===== config.mk =====
export PLATFORM = sky130hd
export DESIGN_NAME = sram_multiport_bridge_flat
export DESIGN_NICKNAME = d
export VERILOG_FILES = /design/src/rtl/sram_bridge_pkg.sv /design/src/rtl/sram_multiport_bridge_if.sv /design/src/rtl/sram_arb_grant.sv /design/src/rtl/sram_multiport_bridge.sv /design/src/flat_wrapper.sv
export SDC_FILE = /design/constraint.sdc
export NUM_CORES = 1
export LEC_CHECK = 0
export ABC_AREA = 1
export BUFFER_PORTS_ARGS = -buffer_cell sky130_fd_sc_hd__buf_2
export CORE_UTILIZATION = 34
export CTS_BUF_LIST = sky130_fd_sc_hd__clkbuf_2 sky130_fd_sc_hd__clkbuf_4 sky130_fd_sc_hd__clkbuf_8
export DETAILED_ROUTE_END_ITERATION = 12
export HOLD_SLACK_MARGIN = 0.02
export PLACE_DENSITY = 0.65
export SLEW_MARGIN = 20
export SYNTH_ARGS = -nofsm -noshare
export SYNTH_HDL_FRONTEND = slang
export SYNTH_HIERARCHICAL = 1
export SYNTH_SLANG_ARGS = --single-unit
export TNS_END_PERCENT = 30

===== constraint.sdc =====
create_clock -name clk -period 2.15 [get_ports clk]
set_clock_uncertainty 0.15 [all_clocks]
set_input_delay 0.215 -clock clk [delete_from_list [all_inputs] [get_ports clk]]
set_output_delay 0.215 -clock clk [all_outputs]
set_load 0.01 [all_outputs]

===== src/rtl/sram_bridge_pkg.sv =====
// Shared FSM encoding, inactive-strobe levels and wait-counter width for sram_multiport_bridge.
// Optional feature macro used by the bridge: SRAM_ARB_ROUND_ROBIN_EN.
package sram_bridge_pkg;

   localparam int WAIT_W = 4;
   localparam int ID_W   = 3;

   localparam logic       CE_N_OFF = 1'b1;
   localparam logic       OE_N_OFF = 1'b1;
   localparam logic       WE_N_OFF = 1'b1;
   localparam logic [3:0] BE_N_OFF = 4'hF;

   typedef enum logic [2:0] {
      ST_IDLE,
      ST_RD,
      ST_WR_SETUP,
      ST_WR_PULSE,
      ST_WR_HOLD
   } state_t;

   function automatic logic [ID_W-1:0] onehot_to_id(input logic [7:0] oh);
      logic [ID_W-1:0] id;
      id = '0;
      for (int i = 0; i < 8; i++) begin
         if (oh[i]) id = id | ID_W'(i);
      end
      return id;
   endfunction

endpackage


===== src/rtl/sram_multiport_bridge_if.sv =====
// Requester-side bundle of the SRAM bridge: per-port request/ready plus shared response.
// master = CPU-side requesters, slave = bridge.
interface sram_multiport_bridge_if #(
   parameter int N_PORTS = 2
) ();
   logic [N_PORTS-1:0]    req_valid;
   logic [N_PORTS-1:0]    req_ready;
   logic [4*N_PORTS-1:0]  req_we;
   logic [32*N_PORTS-1:0] req_addr;
   logic [32*N_PORTS-1:0] req_wdata;
   logic [N_PORTS-1:0]    resp_valid;
   logic [31:0]           resp_rdata;

   modport master (
      output req_valid, req_we, req_addr, req_wdata,
      input  req_ready, resp_valid, resp_rdata
   );

   modport slave (
      input  req_valid, req_we, req_addr, req_wdata,
      output req_ready, resp_valid, resp_rdata
   );
endinterface


===== src/rtl/sram_arb_grant.sv =====
// One-hot grant from a request vector; lowest index wins, or round-robin from a pointer
// when SRAM_ARB_ROUND_ROBIN_EN is defined (pointer advances only on accept).
module sram_arb_grant
   import sram_bridge_pkg::*;
#(
   parameter int N_PORTS = 2
) (
`ifdef SRAM_ARB_ROUND_ROBIN_EN
   input  logic               clk,
   input  logic               reset,
   input  logic               i_accept,
`endif
   input  logic [N_PORTS-1:0] i_req,
   output logic [N_PORTS-1:0] o_grant
);

`ifdef SRAM_ARB_ROUND_ROBIN_EN
   logic [ID_W-1:0]    r_ptr;
   logic [N_PORTS-1:0] w_rot;
   logic [N_PORTS-1:0] w_pick;
   logic [ID_W-1:0]    w_gid;

   // Rotate so the pointer position sits at bit 0, pick lowest, rotate back.
   assign w_rot   = N_PORTS'({i_req, i_req} >> r_ptr);
   assign w_pick  = w_rot & (~w_rot + N_PORTS'(1));
   assign o_grant = N_PORTS'(({w_pick, w_pick} << r_ptr) >> N_PORTS);
   assign w_gid   = onehot_to_id(8'(o_grant));

   always_ff @(posedge clk) begin
      if (reset) begin
         r_ptr <= '0;
      end else if (i_accept) begin
         r_ptr <= (w_gid == ID_W'(N_PORTS - 1)) ? '0 : w_gid + ID_W'(1);
      end
   end
`else
   assign o_grant = i_req & (~i_req + N_PORTS'(1));
`endif

endmodule


===== src/rtl/sram_multiport_bridge.sv =====
// N-port to single async SRAM bridge with wait-state FSM; one transaction outstanding.
// Arbitration mode selected by SRAM_ARB_ROUND_ROBIN_EN (fixed priority when undefined).
module sram_multiport_bridge
   import sram_bridge_pkg::*;
#(
   parameter int N_PORTS = 2,
   parameter int ADDR_W  = 20,
   parameter int RD_WAIT = 1,
   parameter int WR_WAIT = 1
) (
   input  logic                  clk,
   input  logic                  reset,
   sram_multiport_bridge_if.slave bus,
   output logic [ADDR_W-1:0]     ram_addr,
   output logic [31:0]           ram_dq_o,
   output logic                  ram_dq_oe,
   input  logic [31:0]           ram_dq_i,
   output logic [3:0]            ram_be_n,
   output logic                  ram_ce_n,
   output logic                  ram_oe_n,
   output logic                  ram_we_n
);

   state_t              r_state;
   logic [WAIT_W-1:0]   r_cnt;
   logic [N_PORTS-1:0]  r_id_oh;
   logic [ADDR_W-1:0]   r_ram_addr;
   logic [31:0]         r_ram_dq_o;
   logic                r_dq_oe;
   logic [3:0]          r_be_n;
   logic                r_ce_n;
   logic                r_oe_n;
   logic                r_we_n;
   logic [N_PORTS-1:0]  r_resp_valid;
   logic [31:0]         r_resp_rdata;

   logic [N_PORTS-1:0]  w_grant;
   logic [N_PORTS-1:0]  w_ready;
   logic                w_accept;
   logic [31:0]         w_sel_addr;
   logic [31:0]         w_sel_wdata;
   logic [3:0]          w_sel_we;
   logic                w_unused_addr;

   sram_arb_grant #(.N_PORTS(N_PORTS)) u_arb (
`ifdef SRAM_ARB_ROUND_ROBIN_EN
      .clk      (clk),
      .reset    (reset),
      .i_accept (w_accept),
`endif
      .i_req    (bus.req_valid),
      .o_grant  (w_grant)
   );

   assign w_ready       = (r_state == ST_IDLE) ? w_grant : '0;
   assign w_accept      = |(bus.req_valid & w_ready);
   assign w_unused_addr = ^w_sel_addr;

   always_comb begin
      w_sel_addr  = '0;
      w_sel_wdata = '0;
      w_sel_we    = '0;
      for (int i = 0; i < N_PORTS; i++) begin
         if (w_grant[i]) begin
            w_sel_addr  = bus.req_addr[32*i +: 32];
            w_sel_wdata = bus.req_wdata[32*i +: 32];
            w_sel_we    = bus.req_we[4*i +: 4];
         end
      end
   end

   always_ff @(posedge clk) begin
      if (reset) begin
         r_state      <= ST_IDLE;
         r_cnt        <= '0;
         r_id_oh      <= '0;
         r_ram_addr   <= '0;
         r_ram_dq_o   <= '0;
         r_dq_oe      <= 1'b0;
         r_be_n       <= BE_N_OFF;
         r_ce_n       <= CE_N_OFF;
         r_oe_n       <= OE_N_OFF;
         r_we_n       <= WE_N_OFF;
         r_resp_valid <= '0;
         r_resp_rdata <= '0;
      end else begin
         r_resp_valid <= '0;
         case (r_state)
            ST_IDLE: begin
               // Chip select stays low through the response cycle so back-to-back
               // transactions never glitch it high.
               r_ce_n <= w_accept ? 1'b0 : CE_N_OFF;
               if (w_accept) begin
                  r_id_oh    <= w_ready;
                  r_ram_addr <= w_sel_addr[ADDR_W+1:2];
                  if (w_sel_we == 4'h0) begin
                     r_state <= ST_RD;
                     r_oe_n  <= 1'b0;
                     r_be_n  <= 4'h0;
                     r_dq_oe <= 1'b0;
                     r_cnt   <= WAIT_W'(RD_WAIT);
                  end else begin
                     r_state    <= ST_WR_SETUP;
                     r_ram_dq_o <= w_sel_wdata;
                     r_dq_oe    <= 1'b1;
                     r_be_n     <= ~w_sel_we;
                  end
               end
            end
            ST_RD: begin
               if (r_cnt == '0) begin
                  r_state      <= ST_IDLE;
                  r_oe_n       <= OE_N_OFF;
                  r_be_n       <= BE_N_OFF;
                  r_resp_rdata <= ram_dq_i;
                  r_resp_valid <= r_id_oh;
               end else begin
                  r_cnt <= r_cnt - WAIT_W'(1);
               end
            end
            ST_WR_SETUP: begin
               r_state <= ST_WR_PULSE;
               r_we_n  <= 1'b0;
               r_cnt   <= WAIT_W'(WR_WAIT);
            end
            ST_WR_PULSE: begin
               if (r_cnt == '0) begin
                  r_state <= ST_WR_HOLD;
                  r_we_n  <= WE_N_OFF;
               end else begin
                  r_cnt <= r_cnt - WAIT_W'(1);
               end
            end
            ST_WR_HOLD: begin
               r_state      <= ST_IDLE;
               r_dq_oe      <= 1'b0;
               r_be_n       <= BE_N_OFF;
               r_resp_valid <= r_id_oh;
            end
            default: r_state <= ST_IDLE;
         endcase
      end
   end

   assign bus.req_ready  = w_ready;
   assign bus.resp_valid = r_resp_valid;
   assign bus.resp_rdata = r_resp_rdata;
   assign ram_addr       = r_ram_addr;
   assign ram_dq_o       = r_ram_dq_o;
   assign ram_dq_oe      = r_dq_oe;
   assign ram_be_n       = r_be_n;
   assign ram_ce_n       = r_ce_n;
   assign ram_oe_n       = r_oe_n;
   assign ram_we_n       = r_we_n;

endmodule

===== src/flat_wrapper.sv =====
// flat-port wrapper written by rule: the top's interface ports become plain ports
module sram_multiport_bridge_flat import sram_bridge_pkg::*;
#(
   parameter int N_PORTS = 2,
   parameter int ADDR_W  = 20,
   parameter int RD_WAIT = 1,
   parameter int WR_WAIT = 1
)
  (clk, reset, ram_addr, ram_dq_o, ram_dq_oe, ram_dq_i, ram_be_n, ram_ce_n, ram_oe_n, ram_we_n, bus_req_valid, bus_req_we, bus_req_addr, bus_req_wdata, bus_req_ready, bus_resp_valid, bus_resp_rdata);
  sram_multiport_bridge_if #(.N_PORTS(N_PORTS)) bus_i ();
  input  logic clk;
  input  logic reset;
  output logic [ADDR_W-1:0] ram_addr;
  output logic [31:0] ram_dq_o;
  output logic ram_dq_oe;
  input  logic [31:0] ram_dq_i;
  output logic [3:0] ram_be_n;
  output logic ram_ce_n;
  output logic ram_oe_n;
  output logic ram_we_n;
  input wire logic [$bits(bus_i.req_valid)-1:0] bus_req_valid;
  input wire logic [$bits(bus_i.req_we)-1:0] bus_req_we;
  input wire logic [$bits(bus_i.req_addr)-1:0] bus_req_addr;
  input wire logic [$bits(bus_i.req_wdata)-1:0] bus_req_wdata;
  output wire logic [$bits(bus_i.req_ready)-1:0] bus_req_ready;
  output wire logic [$bits(bus_i.resp_valid)-1:0] bus_resp_valid;
  output wire logic [$bits(bus_i.resp_rdata)-1:0] bus_resp_rdata;
  assign bus_i.req_valid = bus_req_valid;
  assign bus_i.req_we = bus_req_we;
  assign bus_i.req_addr = bus_req_addr;
  assign bus_i.req_wdata = bus_req_wdata;
  assign bus_req_ready = bus_i.req_ready;
  assign bus_resp_valid = bus_i.resp_valid;
  assign bus_resp_rdata = bus_i.resp_rdata;
  sram_multiport_bridge #(.N_PORTS(N_PORTS), .ADDR_W(ADDR_W), .RD_WAIT(RD_WAIT), .WR_WAIT(WR_WAIT)) u_core (.clk(clk), .reset(reset), .bus(bus_i), .ram_addr(ram_addr), .ram_dq_o(ram_dq_o), .ram_dq_oe(ram_dq_oe), .ram_dq_i(ram_dq_i), .ram_be_n(ram_be_n), .ram_ce_n(ram_ce_n), .ram_oe_n(ram_oe_n), .ram_we_n(ram_we_n));
endmodule

==> reports/results.ini <==
[run_status]
status=completed

[placed_design]
place.gp.congestion=0.785
portBuffers=243
place_inst=1039
preCtsSetupSlack_ns=0.138
dp.final_hpwl_microns=9640

[setup_path]
reg2reg_to=u_core/ram_addr[17]
cp_num_buf_inv=2
path_class=reg2out
crit_arrival_ns=1.58
cp_max_fo=5
endpoint_kind=output pin
critPathMaxStageDelay_ns=0.37
r2r_slack_ns=0.32
crit_slowest_cell=dfxtp_1
timing.rr.start=u_core/r_state[0]
reg2regPathDepth=6
cp-start-kind=flip-flop
cp_data_required_time_ns=1.78
path_delay_family=simple AND/OR/NAND/NOR gates
crit_chain=nor3_2 > inv_1 > nor2_1 > buf_2

[drt]
wire_per_inst_microns=13.4
drc_errors=0
vias=5400
antenna_left=0
dr.pass1.iters=6
drt_wl_total_microns=15100
vias_per_cell=4.79
drtIter0Drc=393

[grt]
grt_max_degree=45
grtUsageTotal_pct=21.7
grt_pass1_vias=5095
grt.overflow.total=0
grt_pass1_wl_microns=24400
antenna_found_initial=0

[clock_tree]
clockBufferDepth=2
clk_pin_slew_ns=0.10
cts_made_buffers=9
htree_levels=3
cts_sinks=103
cts_root_buf=clkbuf_8
clkLatencyLatePin_ns=0.37
cts_tree=built

[timing]
grt_setup_unrepaired=false
layout_setup_ws_ns=0.205
fin_crit_sh_pct=90.5
slew_headroom_pct=70.3
slew_violations=0
period_needed_ns=1.95
setup_viol=0
finalHoldViolations=0
fmax_mhz=514
fin_setup_tns_ns=0
worstMarginPinSlew_ns=0.445

[worst_hold_path]
hp-class=in2reg
hp-start=bus_req_wdata[57]
holdPathEnd=u_core/ram_dq_o[25]
hold_depth=5

[pwr]
power_mw=6.42
p_leak_nw=3.47
power.density_nw_per_um2=942
ir_drop_uv=522

[synth]
syn_inst=657
synth_top_family_by_area=simple AND/OR/NAND/NOR gates
synth_cell_types=27
synth_simple_gate_area_share_pct=32.7
synth_area_sq_um=4520
synth_seq_area_share_pct=45.6
synth_compound_area_share_pct=14.3
ys.warnings.count=6
muxShareOfSynthArea_pct=0
synth_xor_area_share_pct=0
synthAdderAreaFrac_pct=0.277
ys_ff_latch=103
synth_nets=830
synth_area_per_cell_sq_um=6.88

[final_layout]
nets=1123
n_fill_cell=1196
final_common_cell=buf_2
drive_above_1_share_pct=30.1
ff_latch_area_sq_um=2060
final_cell_mix=buf_2, nor2_1, nand2_1, dfxtp_1, o21ai_0
multi_input_area_sq_um=2150
area_growth_pct=50.8
n_antenna_cell=0
fin_cells=1127

[floorplanning]
ios=268
core_area_sq_um=12800
dieArea_sq_um=13800
rows=41
start_util_pct=35.4
die_h_microns=117
die_w_microns=117

[flow_run]
drv_cap=0

timing repair:
item | in CTS | in global routing
hold endpoints to repair | 55 | 0
endpoints found under the setup margin | 0 | 2
hold buffers | 72 | 0
setup buffers | 0 | 0
gates resized for setup | 0 | 1
tightest hold or removal path, cell delays in order:
cell     delay (ns)
buf_2          0.07
nand2_1        0.04
nand2_1        0.05
o21ai_0        0.07
nor2_1         0.07
worst max path at each step:
stage | slack (ns) | end | cells after the start | startpoint
floorplan | 0.61 | u_core/r_cnt[2] | 11 | u_core/r_cnt[0]
global placement | 0.18 | u_core/ram_dq_o[26] | 12 | bus_req_valid[1]
detailed placement | 0.14 | u_core/ram_dq_o[29] | 12 | bus_req_valid[1]
CTS | 0.04 | bus_req_ready[1] | 4 | u_core/r_state[2]
global route | 0.02 | bus_req_ready[1] | 4 | u_core/r_state[2]
finish | 0.20 | bus_req_ready[1] | 4 | u_core/r_state[2]
cell families after synthesis:
| kind of cell | Yosys count |
|---|---|
| fa+ha+maj | 1 |
| buf+inv | 70 |
| flops | 103 |
| simple gates | 359 |
| compound gates | 124 |
cell usage after synthesis:
cell        n  area, sq um
nand3_1    67          335
inv_2       4         15.0
o31ai_1     1         7.51
nor2_2      2         12.5
buf_6       3         33.8
inv_1      19         71.3
nand2_2     2         12.5
or2_2       1         6.26
o21ai_1    11         55.1
nand2_4     1         11.3
nor3_1      1         5.00
nand2_1   127          477
inv_4       1         6.26
o21ai_0    83          415
buf_1       4         15.0
dfxtp_1   103         2060
a31oi_1    20          125
ha_1        1         12.5
a21oi_1     9         45.0
nand4_1     3         18.8
nor2_4      1         11.3
buf_4       4         30.0
nand4_2     1         12.5
clkbuf_2    1         5.00
clkbuf_1   20         75.1
nor2_1    153          574
buf_2      14         70.1
report_power, final:
group	switching, mW	internal [mW]	leakage [nW]
clock network	0.666	0.701	0.113
logic	1.45	0.962	2.51
registers	0.250	2.39	0.843
stage by stage:
step | area [sq um] | utilization, % | hold WS (ns)
after floorplan | 4520 | - | 0.200
after global placement | 5860 | 45.9 | 0.288
after detailed placement | 5860 | 45.9 | 0.292
after CTS | 6810 | 53.3 | 0.0227
after global routing | 6820 | 53.4 | 0.0285
final | 6820 | 53.4 | 0.0436
flip-flops by register name, indices dropped and copies added (netlist names), 2 cells and up:
name / cells
u_core/ram_addr: 20
u_core/bus.resp_rdata: 32
u_core/ram_dq_o: 32
u_core/ram_be_n: 4
u_core/r_cnt: 4
u_core/r_state: 3
u_core/bus.resp_valid: 2
u_core/r_id_oh: 2
layer usage:
metal	GRT usage (%)	vias to the layer above	share of wire [%]
li1	-	2722	-
met1	26.0	2399	43
met2	36.6	251	46
met3	5.50	28	8.2
met4	9.50	0	2.5
met5	0	-	0
cell type report:
| class | instances | area share [%] |
|---|---|---|
| repair buffers | 328 | 30.4 |
| multi-input cells | 484 | 31.5 |
| clock buffers | 11 | 2.13 |
| inverters | 24 | 1.36 |
| flip-flops and latches | 103 | 30.3 |
| clock inverters | 5 | 1.19 |
| well taps | 172 | 3.16 |
Note: power is estimated with default switching activity, not from simulation.
